--- src/rtl/fetch_pkg.sv ---
// Shared types and defaults for the instruction-fetch PC unit.
// The state encoding is kept here so the core and its benches agree on it.
package fetch_pkg;

  localparam int PC_W_DEF    = 32;
  localparam int INSTR_W_DEF = 32;
  localparam logic [31:0] RESET_PC_DEF = 32'h0000_0000;

  typedef enum logic [1:0] {
    REQ  = 2'd0,
    WAIT = 2'd1,
    OUT  = 2'd2
  } fetch_state_t;

endpackage

--- src/rtl/fetch_pc_unit.sv ---
// Program counter and single-outstanding instruction-fetch sequencer.
// The incrementer is external: pc_out feeds it and pc_next_in comes back from it.
//
// state | meaning
// REQ   | request at pc is on the memory port, waiting for the memory to accept it
// WAIT  | one request outstanding; kill=1 means its response is discarded
// OUT   | fetched instruction is held for decode until it is accepted
module fetch_pc_unit
  import fetch_pkg::*;
#(
  parameter int PC_W    = PC_W_DEF,
  parameter int INSTR_W = INSTR_W_DEF,
  parameter logic [PC_W-1:0] RESET_PC = PC_W'(RESET_PC_DEF)
) (
  input  logic               clk,
  input  logic               rst_n,
  output logic [PC_W-1:0]    pc_out,
  input  logic [PC_W-1:0]    pc_next_in,
  input  logic               redirect_valid,
  input  logic [PC_W-1:0]    redirect_target,
  output logic               imem_req_valid,
  input  logic               imem_req_ready,
  output logic [PC_W-1:0]    imem_addr,
  input  logic               imem_rsp_valid,
  input  logic [INSTR_W-1:0] imem_rsp_data,
  output logic               if_valid,
  input  logic               if_ready,
  output logic [PC_W-1:0]    if_pc,
  output logic [INSTR_W-1:0] if_instr
);

  fetch_state_t      state;
  logic [PC_W-1:0]   pc;
  logic [PC_W-1:0]   req_pc;
  logic              kill;

  // The request port is decoded, gated by reset so nothing leaks out while held.
  assign pc_out         = pc;
  assign imem_addr      = pc;
  assign imem_req_valid = rst_n && (state == REQ);

  always_ff @(posedge clk or negedge rst_n) begin
    if (!rst_n) begin
      state    <= REQ;
      pc       <= RESET_PC;
      req_pc   <= '0;
      kill     <= 1'b0;
      if_valid <= 1'b0;
      if_pc    <= '0;
      if_instr <= '0;
    end else begin
      case (state)
        REQ: begin
          if (imem_req_ready) begin
            req_pc <= pc;
            state  <= WAIT;
          end
          if (redirect_valid) begin
            pc <= redirect_target;
            if (imem_req_ready) kill <= 1'b1;
          end else if (imem_req_ready) begin
            pc <= pc_next_in;
          end
        end

        WAIT: begin
          if (redirect_valid) pc <= redirect_target;
          if (imem_rsp_valid) begin
            if (!kill && !redirect_valid) begin
              if_instr <= imem_rsp_data;
              if_pc    <= req_pc;
              if_valid <= 1'b1;
              state    <= OUT;
            end else begin
              kill  <= 1'b0;
              state <= REQ;
            end
          end else if (redirect_valid) begin
            kill <= 1'b1;
          end
        end

        OUT: begin
          // A redirect squashes the held instruction even if decode takes it now.
          if (redirect_valid) begin
            pc       <= redirect_target;
            if_valid <= 1'b0;
            state    <= REQ;
          end else if (if_ready) begin
            if_valid <= 1'b0;
            state    <= REQ;
          end
        end

        default: begin
          state <= REQ;
          kill  <= 1'b0;
        end
      endcase
    end
  end

endmodule

--- config.mk ---
export PLATFORM = sky130hd
export DESIGN_NAME = fetch_pc_unit
export DESIGN_NICKNAME = d
export VERILOG_FILES = /design/src/rtl/fetch_pkg.sv /design/src/rtl/fetch_pc_unit.sv
export SDC_FILE = /design/constraint.sdc
export NUM_CORES = 1
export LEC_CHECK = 0
export CORE_MARGIN = 1
export CORE_UTILIZATION = 47
export CTS_CLUSTER_SIZE = 10
export DETAILED_ROUTE_END_ITERATION = 8
export GPL_ROUTABILITY_DRIVEN = 0
export PLACE_DENSITY_LB_ADDON = 0.3
export SYNTH_ARGS = -nofsm -noshare
export SYNTH_HDL_FRONTEND = slang
export SYNTH_SLANG_ARGS = --single-unit
--- constraint.sdc ---
create_clock -name clk -period 6.3 [get_ports clk]
set_input_delay 0.63 -clock clk [delete_from_list [all_inputs] [get_ports clk]]
set_output_delay 0.63 -clock clk [all_outputs]
set_load 0.02 [all_outputs]
==> results of run 1 <==
[report_power, final]
part	switching [mW]	total [mW]	internal, mW
Combinational	1.10	2.43	1.33
Sequential	0.285	1.57	1.29
Clock	0.357	1.04	0.684
[per-layer routing]
| metal | share of wire | GRT usage | vias to the layer above |
|---|---|---|---|
| met1 | 0.41 | 0.258 | 1856 |
| met2 | 0.50 | 0.363 | 162 |
| met5 | 0 | 0 | - |
| met4 | 0.011 | 0.0693 | 0 |
| li1 | - | - | 1678 |
| met3 | 0.076 | 0.0643 | 14 |
[worst max-delay path: stages (launching register included)]
cell,delay (ps)
dfrtp_1,410
inv_1,100
ha_1,240
and2_1,150
clkdlybuf4s50_1,650
[worst min path at each step]
stage / end / startpoint / cells past startpoint / slack, ps
2_1_floorplan: if_instr[0] / rst_n / 0 / 330
3_3_place_gp: if_pc[26] / req_pc[26] / 1 / 480
3_5_place_dp: if_pc[12] / req_pc[12] / 1 / 490
4_1_cts: if_instr[19] / rst_n / 1 / 190
5_1_grt: if_instr[19] / rst_n / 1 / 210
6_report: if_instr[19] / rst_n / 1 / 170
[registers in the layout, indices dropped and copies added (netlist names)]
signal     cells
if_pc         32
state          2
if_valid       1
if_instr      32
kill           1
imem_addr     32
req_pc        32
[final cells by class]
type / instances / share of cell area
Clock buffer: 20 / 0.0537
Clock inverter: 11 / 0.0206
Inverter: 2 / 0.000883
Multi-Input combinational cell: 186 / 0.241
Sequential cell: 132 / 0.388
Tap cell: 147 / 0.0216
Timing Repair Buffer: 233 / 0.274
[cell usage after synthesis (all sizes together)]
cell type  count
nor2           2
buf           40
nor3b          3
inv            2
nor3           1
mux2i          1
mux2         160
ha             4
nor2b          1
o21ai          1
nand3          1
or2b           1
clkbuf         8
nand2b         1
and3           1
o31ai          1
o32a           2
and2b          1
o2111ai        1
o211ai         1
nand2          2
and2           1
dfrtp        132
[metrics by stage]
stage / hold slack, ps / cell area [sq um]
2_1_floorplan: 334 / 5770
3_3_place_gp: 479 / 7870
3_5_place_dp: 489 / 7870
4_1_cts: 188 / 8500
5_1_grt: 205 / 8500
6_report: 165 / 8500
[layout by cell type (no fill, tap or decap), drive strengths merged]
cell type / synthesis / routed
o31ai: 1 / 1
or2b: 1 / 1
bufinv: 0 / 4
buf: 40 / 3
and3: 1 / 1
clkbuf: 8 / 20
ha: 4 / 4
nor3: 1 / 1
nand2b: 1 / 1
mux2: 160 / 160
clkdlybuf4s50: 0 / 230
nor3b: 3 / 3
o2111ai: 1 / 1
nand3: 1 / 1
nor2b: 1 / 1
o21ai: 1 / 1
clkinv: 0 / 3
mux2i: 1 / 1
and2: 1 / 1
o32a: 2 / 2
clkinvlp: 0 / 2
nor2: 2 / 2
dfrtp: 132 / 132
nand2: 2 / 2
inv: 2 / 4
o211ai: 1 / 1
and2b: 1 / 1
[cell families after synthesis]
logic type,count (synthesis),share of synthesized area
adder cells (fa/ha/maj),4,0.00868
buffers and inverters,50,0.0734
multiplexers,161,0.317
AND/OR/NAND/NOR,15,0.0167
AO/OA/AOI/OAI,6,0.0109
flip-flops,132,0.573
==> impl_summary.txt, run 1 <==
----------------------------------------------------
[Run status]
  Outcome ... completed

[Timing]
  Worst relative slew slack ... 0.206
  Final critical path time including I/O delays and setup ... 2590 ps
  RSZ-0062 raised after global routing ... no
  Layout Skew ... 8.90 ps
  Setup violators final ... 0
  Post-route clock period utilization ... 0.411
  Max Transition Viols Final ... 0
  Slew at the pin closest to its max-slew limit ... 1190 ps
  Total negative slack for setup checks ... 0 ps
  Post-layout worst setup margin ... 3710 ps
  Max frequency ... 386 MHz
  Hold Fails Final Rpt ... 0

[Clock network]
  Clock network latency to the later pin of the worst-skew pair ... 410 ps
  Buffer count from post-CTS setup fixing ... 0
  CTS resizes ... 0
  H-tree lvl count ... 4
  Clock transition at the registers of the reported paths ... 60 ps
  Total clock buffers created by CTS ... 17
  Hold buffer count at CTS ... 0
  Root buffer cell ... clkbuf_16
  Clock tree from TritonCTS ... yes
  Clock sink count ... 132
  Clk buf depth ... 2

[Synth]
  Synthesized net count ... 474
  Area of the mapped netlist ... 0.00577 sq mm
  Synthesized area per cell ... 15.7 sq um
  Number of distinct library cells after synthesis ... 27
  Cell type contributing the most total cell area after synthesis ... dfrtp_1
  Flop and latch count out of synthesis ... 132
  Post-Syn Instances ... 368
  Syn. warnings ... 0
  Largest cells by area after synthesis ... dfrtp_1 (57%), mux2_2 (30%), buf_4 (4.2%), clkbuf_8 (1.9%), mux2_4 (1.3%)
  Register area share after synthesis ... 0.573
  Area share of the leading cell type in the synthesized netlist ... 0.573

[Routing]
  Total routed wirelength ... 12800 um
  Via Count ... 3710
  Drt initial violations ... 110
  Final antenna-violating net count ... 0
  Pre-antenna DRT Iters ... 4
  DRC violations left ... 0
  Routed WL per cell ... 17.5 um
  Detail-routed via count per cell ... 5.08

[Global routing]
  Pin count of the biggest net entering global routing ... 76
  Via count of the first global-routing pass ... 3947
  Total congestion overflow ... 0
  Global-route wire length before repair ... 20700 um
  Global Route Usage Sum ... 0.213
  Antenna violations before repair ... 0

[Critical path]
  Critical R2R Capture ... imem_addr[3]
  Worst endpoint required time ... 5670 ps
  Critical Path Start Type ... register
  Critical-path maximum fanout ... 5
  Type of the worst setup path ... register to output pin
  Crit Reg-Reg Startpoint ... state[0]
  Worst reg2reg setup slack ... 3790 ps
  Kind of end point of the critical path ... output pin
  Cell count of the worst reg-to-reg path ... 5
  Critical path destination ... imem_req_valid
  Beginning of the critical path ... state[0]
  Arr. time, crit path ... 1960 ps

[Final layout]
  Final non-filler cell total ... 731
  Share of the core filled with cells ... 0.711
  FILL cells ... 837
  Footprint of the multi-input gates ... 0.00205 sq mm
  Antenna diode instance count ... 0
  Fraction of final layout cells sized beyond drive strength 1 ... 0.341
  Layout overhead on the synthesized area ... 47.5%
  Area taken by flip-flops and latches ... 0.00330 sq mm
  Nets ... 678

[Place]
  Count of buffers from port buffering ... 231
  HPWL after detailed placement ... 8920 um
  Post-Place Setup Slack ... 3300 ps
  Instance count after placement with tap cells included ... 700

[Flow run]
  Maximum capacitance violations ... 0

[Floorplanning]
  Overall die width ... 113 um
  Initial core utilization ... 0.482
  Floorplan die area ... 0.0127 sq mm
  Row count ... 40
  Placeable Area ... 0.0120 sq mm
  Height of the die ... 113 um
  IO Count ... 232

[Pwr]
  Total Power Consumption ... 5.05 mW
  Pwr Density ... 593 mW/mm^2
  Reported leakage power ... 3.53 nW
  Maximum resistive drop on vdd ... 0.285 mV

[Min path]
  Worst hold path class ... primary input to asynchronous set/reset pin

----------------------------------------------------
No activity file was read; power rests on OpenSTA's default activity.
==> run 2, diff against run 1 <==
Settings changed: CORE_UTILIZATION 47 to 44.
Clock period 6.3 ns to 2.6 ns, I/O delays scaled along.
==> run 2 against run 1 <==
Sequential power up 140%. Clock skew down 2.6 ps. Flip-flop and latch count unchanged. Critical path depth up 1. Register-to-register slack worse by 3300 ps. Non-clock buffer count up 13. Via count up 0.46%. Critical path type unchanged.
==> impl_summary.txt, run 2 (synthesis gave the netlist of run 1 again) <==
----------------------------------------------------
[Place]
  HPWL after detailed placement ... 9320 um (was 8920 um)
  Placed Area ... 0.00801 sq mm (was 0.00787 sq mm)
  Count of buffers from port buffering ... 231 (unchanged)

[Global routing]
  Met3 Usage GRT ... 0.0716 (was 0.0643)
  Global-route wire length before repair ... 19800 um (was 20700 um)
  Met1 track demand over resource ... 0.220 (was 0.258)
  Met2 layer usage reported by global route ... 0.335 (was 0.363)
  Via count of the first global-routing pass ... 3937 (was 3947)
  Pin count of the biggest net entering global routing ... 51 (was 76)
  Total congestion overflow ... 0 (unchanged)
  Antenna violations before repair ... 0 (unchanged)
  Most crowded layer after global routing ... met2 (unchanged)
  Global Route Usage Sum ... 0.194 (was 0.213)

[Critical path]
  Kind of end point of the critical path ... output pin (unchanged)
  Critical R2R Capture ... imem_addr[20] (was imem_addr[3])
  Crit Reg-Reg Startpoint ... state[1] (was state[0])
  Type of the worst setup path ... register to output pin (unchanged)
  Critical path's largest stage delay ... 620 ps (was 650 ps)
  Arr. time, crit path ... 1990 ps (was 1960 ps)
  Critical-path maximum fanout ... 4 (was 5)
  Cell count of the worst reg-to-reg path ... 6 (was 5)
  Cell with the biggest individual delay on the critical path ... clkdlybuf4s50_1 (unchanged)
  Family with the most delay on the worst path ... buffers and inverters (unchanged)
  Buffers and inverters on the worst path ... 3 (was 2)
  Path length in cells of the critical path ... 5 (was 4)
  Worst reg2reg setup slack ... 520 ps (was 3790 ps)
  Critical path cell sequence ... inv_1, ha_1, buf_4, and2_1, clkdlybuf4s50_1 (was inv_1, ha_1, and2_1, clkdlybuf4s50_1)
  Critical Path Start Type ... register (unchanged)
  Worst endpoint required time ... 2340 ps (was 5670 ps)

[Final layout]
  Layout overhead on the synthesized area ... 50.3% (was 47.5%)
  Antenna diode instance count ... 0 (unchanged)
  Area taken by flip-flops and latches ... 0.00330 sq mm (unchanged)
  Footprint of the multi-input gates ... 0.00205 sq mm (unchanged)
  FILL cells ... 949 (was 837)
  Most common cell after layout, fill and taps aside ... clkdlybuf4s50_1 (unchanged)
  Fraction of final layout cells sized beyond drive strength 1 ... 0.352 (was 0.341)
  Nets ... 691 (was 678)
  Post-route standard cell area excluding fillers ... 0.00867 sq mm (was 0.00850 sq mm)
  Commonest cells after routing, fill and taps aside ... clkdlybuf4s50_1 (230), mux2_2 (155), dfrtp_1 (132), clkbuf_16 (17), buf_4 (10) (was clkdlybuf4s50_1 (230), mux2_2 (155), dfrtp_1 (132), clkbuf_16 (17), mux2_4 (5))

[Clock network]
  CTS resizes ... 0 (unchanged)
  Clock sink count ... 132 (unchanged)
  Root buffer cell ... clkbuf_16 (unchanged)
  Clock network latency to the later pin of the worst-skew pair ... 410 ps (about the same)
  Clock tree from TritonCTS ... yes (unchanged)
  H-tree lvl count ... 4 (unchanged)
  Total clock buffers created by CTS ... 17 (unchanged)
  Clk buf depth ... 2 (unchanged)
  Clock transition at the registers of the reported paths ... 50 ps (was 60 ps)

[Timing]
  RSZ-0062 raised after global routing ... no (unchanged)
  Post-route clock period utilization ... 0.864
  Total negative slack for setup checks ... 0 ps (unchanged)
  Layout Skew ... 6.28 ps (was 8.90 ps)
  Max Transition Viols Final ... 0 (unchanged)
  Final critical path time including I/O delays and setup ... 2250 ps
  Slew at the pin closest to its max-slew limit ... 622 ps (was 1190 ps)
  Worst relative slew slack ... 0.586 (was 0.206)
  Max frequency ... 445 MHz
  Hold Fails Final Rpt ... 0 (unchanged)
  Setup violators final ... 0 (unchanged)

[Pwr]
  Fraction of power spent switching nets ... 0.340 (was 0.345)
  Relative contribution of sequential cells to total power ... 0.307 (was 0.311)
  Switching power of the nets ... 4.19 mW (was 1.74 mW)
  Maximum resistive drop on vdd ... 0.723 mV (was 0.285 mV)
  Reported leakage power ... 3.61 nW (was 3.53 nW)
  Pwr Density ... 1420 mW/mm^2 (was 593 mW/mm^2)
  Internal power ... 8.12 mW (was 3.31 mW)
  Clock network fraction of design power ... 0.197 (was 0.206)
  Part of the power in combinational logic ... 0.496 (was 0.482)

[Routing]
  DRC violations left ... 0 (unchanged)
  Routed WL per cell ... 16.6 um (was 17.5 um)
  Drt initial violations ... 144 (was 110)
  Detail-routed via count per cell ... 4.85 (was 5.08)
  Final antenna-violating net count ... 0 (unchanged)
  Pre-antenna DRT Iters ... 4 (unchanged)
  Total routed wirelength ... 12800 um (about the same)
  Via Count ... 3727 (was 3710)

[Min path]
  Worst hold path class ... primary input to asynchronous set/reset pin (unchanged)

[Floorplanning]
  Initial core utilization ... 0.453 (was 0.482)
  IO Count ... 232 (unchanged)
  Height of the die ... 116 um (was 113 um)
  Floorplan die area ... 0.0136 sq mm (was 0.0127 sq mm)
  Row count ... 41 (was 40)
  Placeable Area ... 0.0127 sq mm (was 0.0120 sq mm)
  Overall die width ... 116 um (was 113 um)

[Run status]
  Outcome ... completed (unchanged)

[Flow run]
  Maximum capacitance violations ... 0 (unchanged)

----------------------------------------------------
[run 2: cell count changes in the layout (fill, tap and decap cells not counted), sizes merged]
| cell | delta |
|---|---|
| bufinv | -1 |
| dlygate4sd3 | +1 |
| inv | -2 |
| buf | +12 |
| clkbuf | +3 |
[run 2: metrics by stage]
step                utilization  hold slack (ps)  std cells  total power, mW  worst slack (ps)
floorplan                     -            -35.6        368             7.45               596
global placement          0.630              168        734             9.72              16.0
detailed placement        0.630              172        734             9.92             -84.1
CTS                       0.681              313        769             12.5               323
global route              0.681              330        769             13.0               264
finish                    0.681              317        769             12.3               354
[run 2: how the worst max path moves through the flow]
| stage | endpoint | startpoint | slack, ps |
|---|---|---|---|
| finish | imem_req_valid | state[1] | 350 |
| global route | imem_req_valid | state[1] | 260 |
| CTS | imem_req_valid | state[1] | 320 |
| detailed placement | imem_addr[26] | imem_req_ready | -80 |
| global placement | imem_addr[21] | imem_req_ready | 20 |
| floorplan | imem_addr[10] | state[0] | 600 |
[run 2: repair_timing]
action / in CTS / in global routing
endpoints found under the setup margin: 14 / 0
hold buffers: 1 / 0
endpoints found under the hold margin: 35 / 0
setup buffers: 3 / 0
[run 2: power by group through the flow]
stage / sequential (mW) / combinational (mW) / clock [mW]
6_report: 3.78 / 6.11 / 2.42
3_5_place_dp: 3.83 / 6.09 / 0
4_1_cts: 3.80 / 6.19 / 2.48
3_3_place_gp: 3.76 / 5.96 / 0
5_1_grt: 3.94 / 6.46 / 2.57
2_1_floorplan: 4.63 / 2.82 / 0
[run 2: cell type report]
type / instances / share of cell area
Timing Repair Buffer: 246 / 0.286
Tap cell: 172 / 0.0248
Clock inverter: 8 / 0.0143
Inverter: 2 / 0.000866
Multi-Input combinational cell: 186 / 0.237
Clock buffer: 23 / 0.0563
Sequential cell: 132 / 0.381
[run 2: per-layer routing]
layer / up-vias / wire length, um
met2: 147 / 6580
li1: 1704 / -
met3: 16 / 1100
met5: - / 0
met4: 0 / 195
met1: 1860 / 4870
[run 2: worst register-to-register path, stage by stage, from the launching register on]
cell and delay, ps:
dfrtp_1 380, inv_1 90, ha_1 350, nor2_4 270, buf_4 250, mux2_2 350
mux2_2 260
==> run 3, diff against run 2 <==
Settings changed: CORE_UTILIZATION 44 to 39.
Clock period 2.6 ns to 1.9 ns, I/O delays scaled along.
==> run 3 against run 2 <==
First-iteration DRC count down 2.8%. Combinational power up 42%. Final area up 1.8%. Clock skew down 1.2 ps. Sequential power up 37%. Worst setup slack worse by 300 ps. Highest routed layer unchanged. Utilization down 7.2 points. Largest cell class unchanged.
==> impl_summary.txt, run 3 (synthesis gave the netlist of run 1 again) <==
----------------------------------------------------
[Floorplanning]
  Floorplan die area ... 0.0153 sq mm (was 0.0136 sq mm)
  Initial core utilization ... 0.398 (was 0.453)
  Height of the die ... 124 um (was 116 um)
  Overall die width ... 124 um (was 116 um)
  Row count ... 44 (was 41)
  Placeable Area ... 0.0145 sq mm (was 0.0127 sq mm)
  IO Count ... 232 (unchanged)

[Final layout]
  Commonest cells after routing, fill and taps aside ... clkdlybuf4s50_1 (229), mux2_2 (155), dfrtp_1 (132), clkbuf_16 (17), buf_4 (13) (was clkdlybuf4s50_1 (230), mux2_2 (155), dfrtp_1 (132), clkbuf_16 (17), buf_4 (10))
  Fraction of final layout cells sized beyond drive strength 1 ... 0.366 (was 0.352)
  Antenna diode instance count ... 0 (unchanged)
  Layout overhead on the synthesized area ... 53.0% (was 50.3%)
  FILL cells ... 1111 (was 949)
  Most common cell after layout, fill and taps aside ... clkdlybuf4s50_1 (unchanged)
  Nets ... 699 (was 691)
  Share of the core filled with cells ... 0.609 (was 0.681)
  Final non-filler cell total ... 790 (was 769)

[Critical path]
  Family with the most delay on the worst path ... multiplexers (was buffers and inverters)
  Critical R2R Capture ... imem_addr[11] (was imem_addr[20])
  Critical path's largest stage delay ... 390 ps (was 620 ps)
  Type of the worst setup path ... register to register (was register to output pin)
  Buffers and inverters on the worst path ... 2 (was 3)
  Crit Reg-Reg Startpoint ... state[0] (was state[1])
  Most numerous cell on the critical path ... mux2_2
  Cell count of the worst reg-to-reg path ... 6 (unchanged)
  Critical path cell sequence ... inv_2, ha_4, nor2_4, bufbuf_16, mux2_2, mux2_2 (was inv_1, ha_1, buf_4, and2_1, clkdlybuf4s50_1)
  Arr. time, crit path ... 2140 ps (was 1990 ps)
  Worst reg2reg setup slack ... 50 ps (was 520 ps)
  Beginning of the critical path ... state[0] (was state[1])
  Critical-path maximum fanout ... 12 (was 4)
  Path length in cells of the critical path ... 6 (was 5)
  Cell with the biggest individual delay on the critical path ... dfrtp_1 (was clkdlybuf4s50_1)
  Critical Path Start Type ... register (unchanged)
  Critical path destination ... imem_addr[11] (was imem_req_valid)
  Kind of end point of the critical path ... register (was output pin)
  Worst endpoint required time ... 2190 ps (was 2340 ps)

[Routing]
  Detail-routed via count per cell ... 4.76 (was 4.85)
  Drt initial violations ... 140 (was 144)
  Final antenna-violating net count ... 0 (unchanged)
  Total routed wirelength ... 13000 um (was 12800 um)
  Routed WL per cell ... 16.5 um (was 16.6 um)
  DRC violations left ... 0 (unchanged)
  Pre-antenna DRT Iters ... 4 (unchanged)
  Via Count ... 3763 (was 3727)

[Clock network]
  Clock sink count ... 132 (unchanged)
  Root buffer cell ... clkbuf_16 (unchanged)
  Total clock buffers created by CTS ... 17 (unchanged)
  Clk buf depth ... 2 (unchanged)
  Clock network latency to the later pin of the worst-skew pair ... 410 ps (about the same)
  Clock transition at the registers of the reported paths ... 50 ps (about the same)
  H-tree lvl count ... 4 (unchanged)
  Clock tree from TritonCTS ... yes (unchanged)

[Pwr]
  Relative contribution of sequential cells to total power ... 0.304 (was 0.307)
  Fraction of power spent switching nets ... 0.341 (was 0.340)
  Switching power of the nets ... 5.82 mW (was 4.19 mW)
  Internal power ... 11.3 mW (was 8.12 mW)
  Maximum resistive drop on vdd ... 1.11 mV (was 0.723 mV)
  Pwr Density ... 1940 mW/mm^2 (was 1420 mW/mm^2)
  Part of the power in combinational logic ... 0.506 (was 0.496)
  Clock network fraction of design power ... 0.190 (was 0.197)
  Reported leakage power ... 3.68 nW (was 3.61 nW)

[Timing]
  RSZ-0062 raised after global routing ... yes (was no)
  Final critical path time including I/O delays and setup ... 1850 ps
  Max Transition Viols Final ... 0 (unchanged)
  Hold Fails Final Rpt ... 0 (unchanged)
  Worst relative slew slack ... 0.402 (was 0.586)
  Post-route clock period utilization ... 0.973
  Slew at the pin closest to its max-slew limit ... 896 ps (was 622 ps)
  Layout Skew ... 5.08 ps (was 6.28 ps)
  Setup violators final ... 0 (unchanged)
  Worst Hold Margin ... 391 ps (was 317 ps)
  Max frequency ... 541 MHz

[Place]
  Instance count after placement with tap cells included ... 753 (was 734)
  Count of buffers from port buffering ... 231 (unchanged)
  HPWL after detailed placement ... 9070 um (was 9320 um)

[Global routing]
  Total congestion overflow ... 0 (unchanged)
  Global-route wire length before repair ... 20000 um (was 19800 um)
  Antenna violations before repair ... 0 (unchanged)
  Global Route Usage Sum ... 0.178 (was 0.194)
  Pin count of the biggest net entering global routing ... 72 (was 51)
  Via count of the first global-routing pass ... 3907 (was 3937)

[Min path]
  Worst hold path class ... primary input to register (was primary input to asynchronous set/reset pin)

[Flow run]
  Maximum capacitance violations ... 0 (unchanged)

[Run status]
  Outcome ... completed (unchanged)

----------------------------------------------------
## run 3: cell types whose count changed in the layout (fill, tap and decap cells not counted), moves of 2 or more
cell	before	now
buf_4	10	13
inv_2	0	2
inv_1	2	0
clkinv_2	2	5
buf_12	4	7
## run 3: worst min path at each step
| stage | from | endpoint | slack, ps | cells after the start |
|---|---|---|---|---|
| 5_1_grt | imem_rsp_data[7] | if_instr[7] | 380 | 2 |
| 3_3_place_gp | rst_n | req_pc[21] | 420 | 2 |
| 4_1_cts | imem_rsp_data[17] | if_instr[17] | 370 | 2 |
| 2_1_floorplan | rst_n | if_instr[0] | -110 | 0 |
| 6_report | imem_rsp_data[17] | if_instr[17] | 390 | 2 |
| 3_5_place_dp | rst_n | req_pc[21] | 430 | 2 |
## run 3: repair_timing
action                                  4_1_cts  5_1_grt
endpoints found under the setup margin       33       10
cloned                                        2        0
pin swaps                                     1        0
endpoints found under the hold margin        56        0
hold buffers                                  1        0
resized for setup                             6        1
buffers inserted                              2        0
## run 3: area by class of cell
cell class / count / area (sq um) / share of cell area
flip-flops and latches: 132 / 3300 / 0.375
repair buffers: 254 / 2620 / 0.297
multi-input cells: 186 / 2060 / 0.234
clock buffers: 23 / 498 / 0.0565
well taps: 184 / 230 / 0.0261
clock inverters: 9 / 100 / 0.0114
inverters: 2 / 7.51 / 0.000851
## run 3: per-stage QoR
stage	instance area, sq um	setup slack [ps]	setup TNS [ps]	total power, mW
2_1_floorplan	5770	56.1	0	10.2
3_3_place_gp	8110	-34.3	-347	13.4
3_5_place_dp	8110	-54.9	-900	13.6
4_1_cts	8810	34.4	0	17.3
5_1_grt	8820	-5.57	-12.0	18.0
6_report	8820	50.6	0	17.1
## run 3: metal layers
metal  up-vias  track usage  wire [um]
met1      1872        0.210       5390
met2       148        0.293       6530
li1       1729            -          -
met4         0       0.0821        194
met5         -            0          0
met3        14       0.0582        901
## run 3: power by group through the flow
stage	Sequential [mW]	Combinational, mW	Clock [mW]
final	5.19	8.65	3.24
after global routing	5.42	9.14	3.47
after CTS	5.21	8.76	3.33
after detailed placement	5.24	8.40	0
after global placement	5.16	8.26	0
after floorplan	6.33	3.88	0
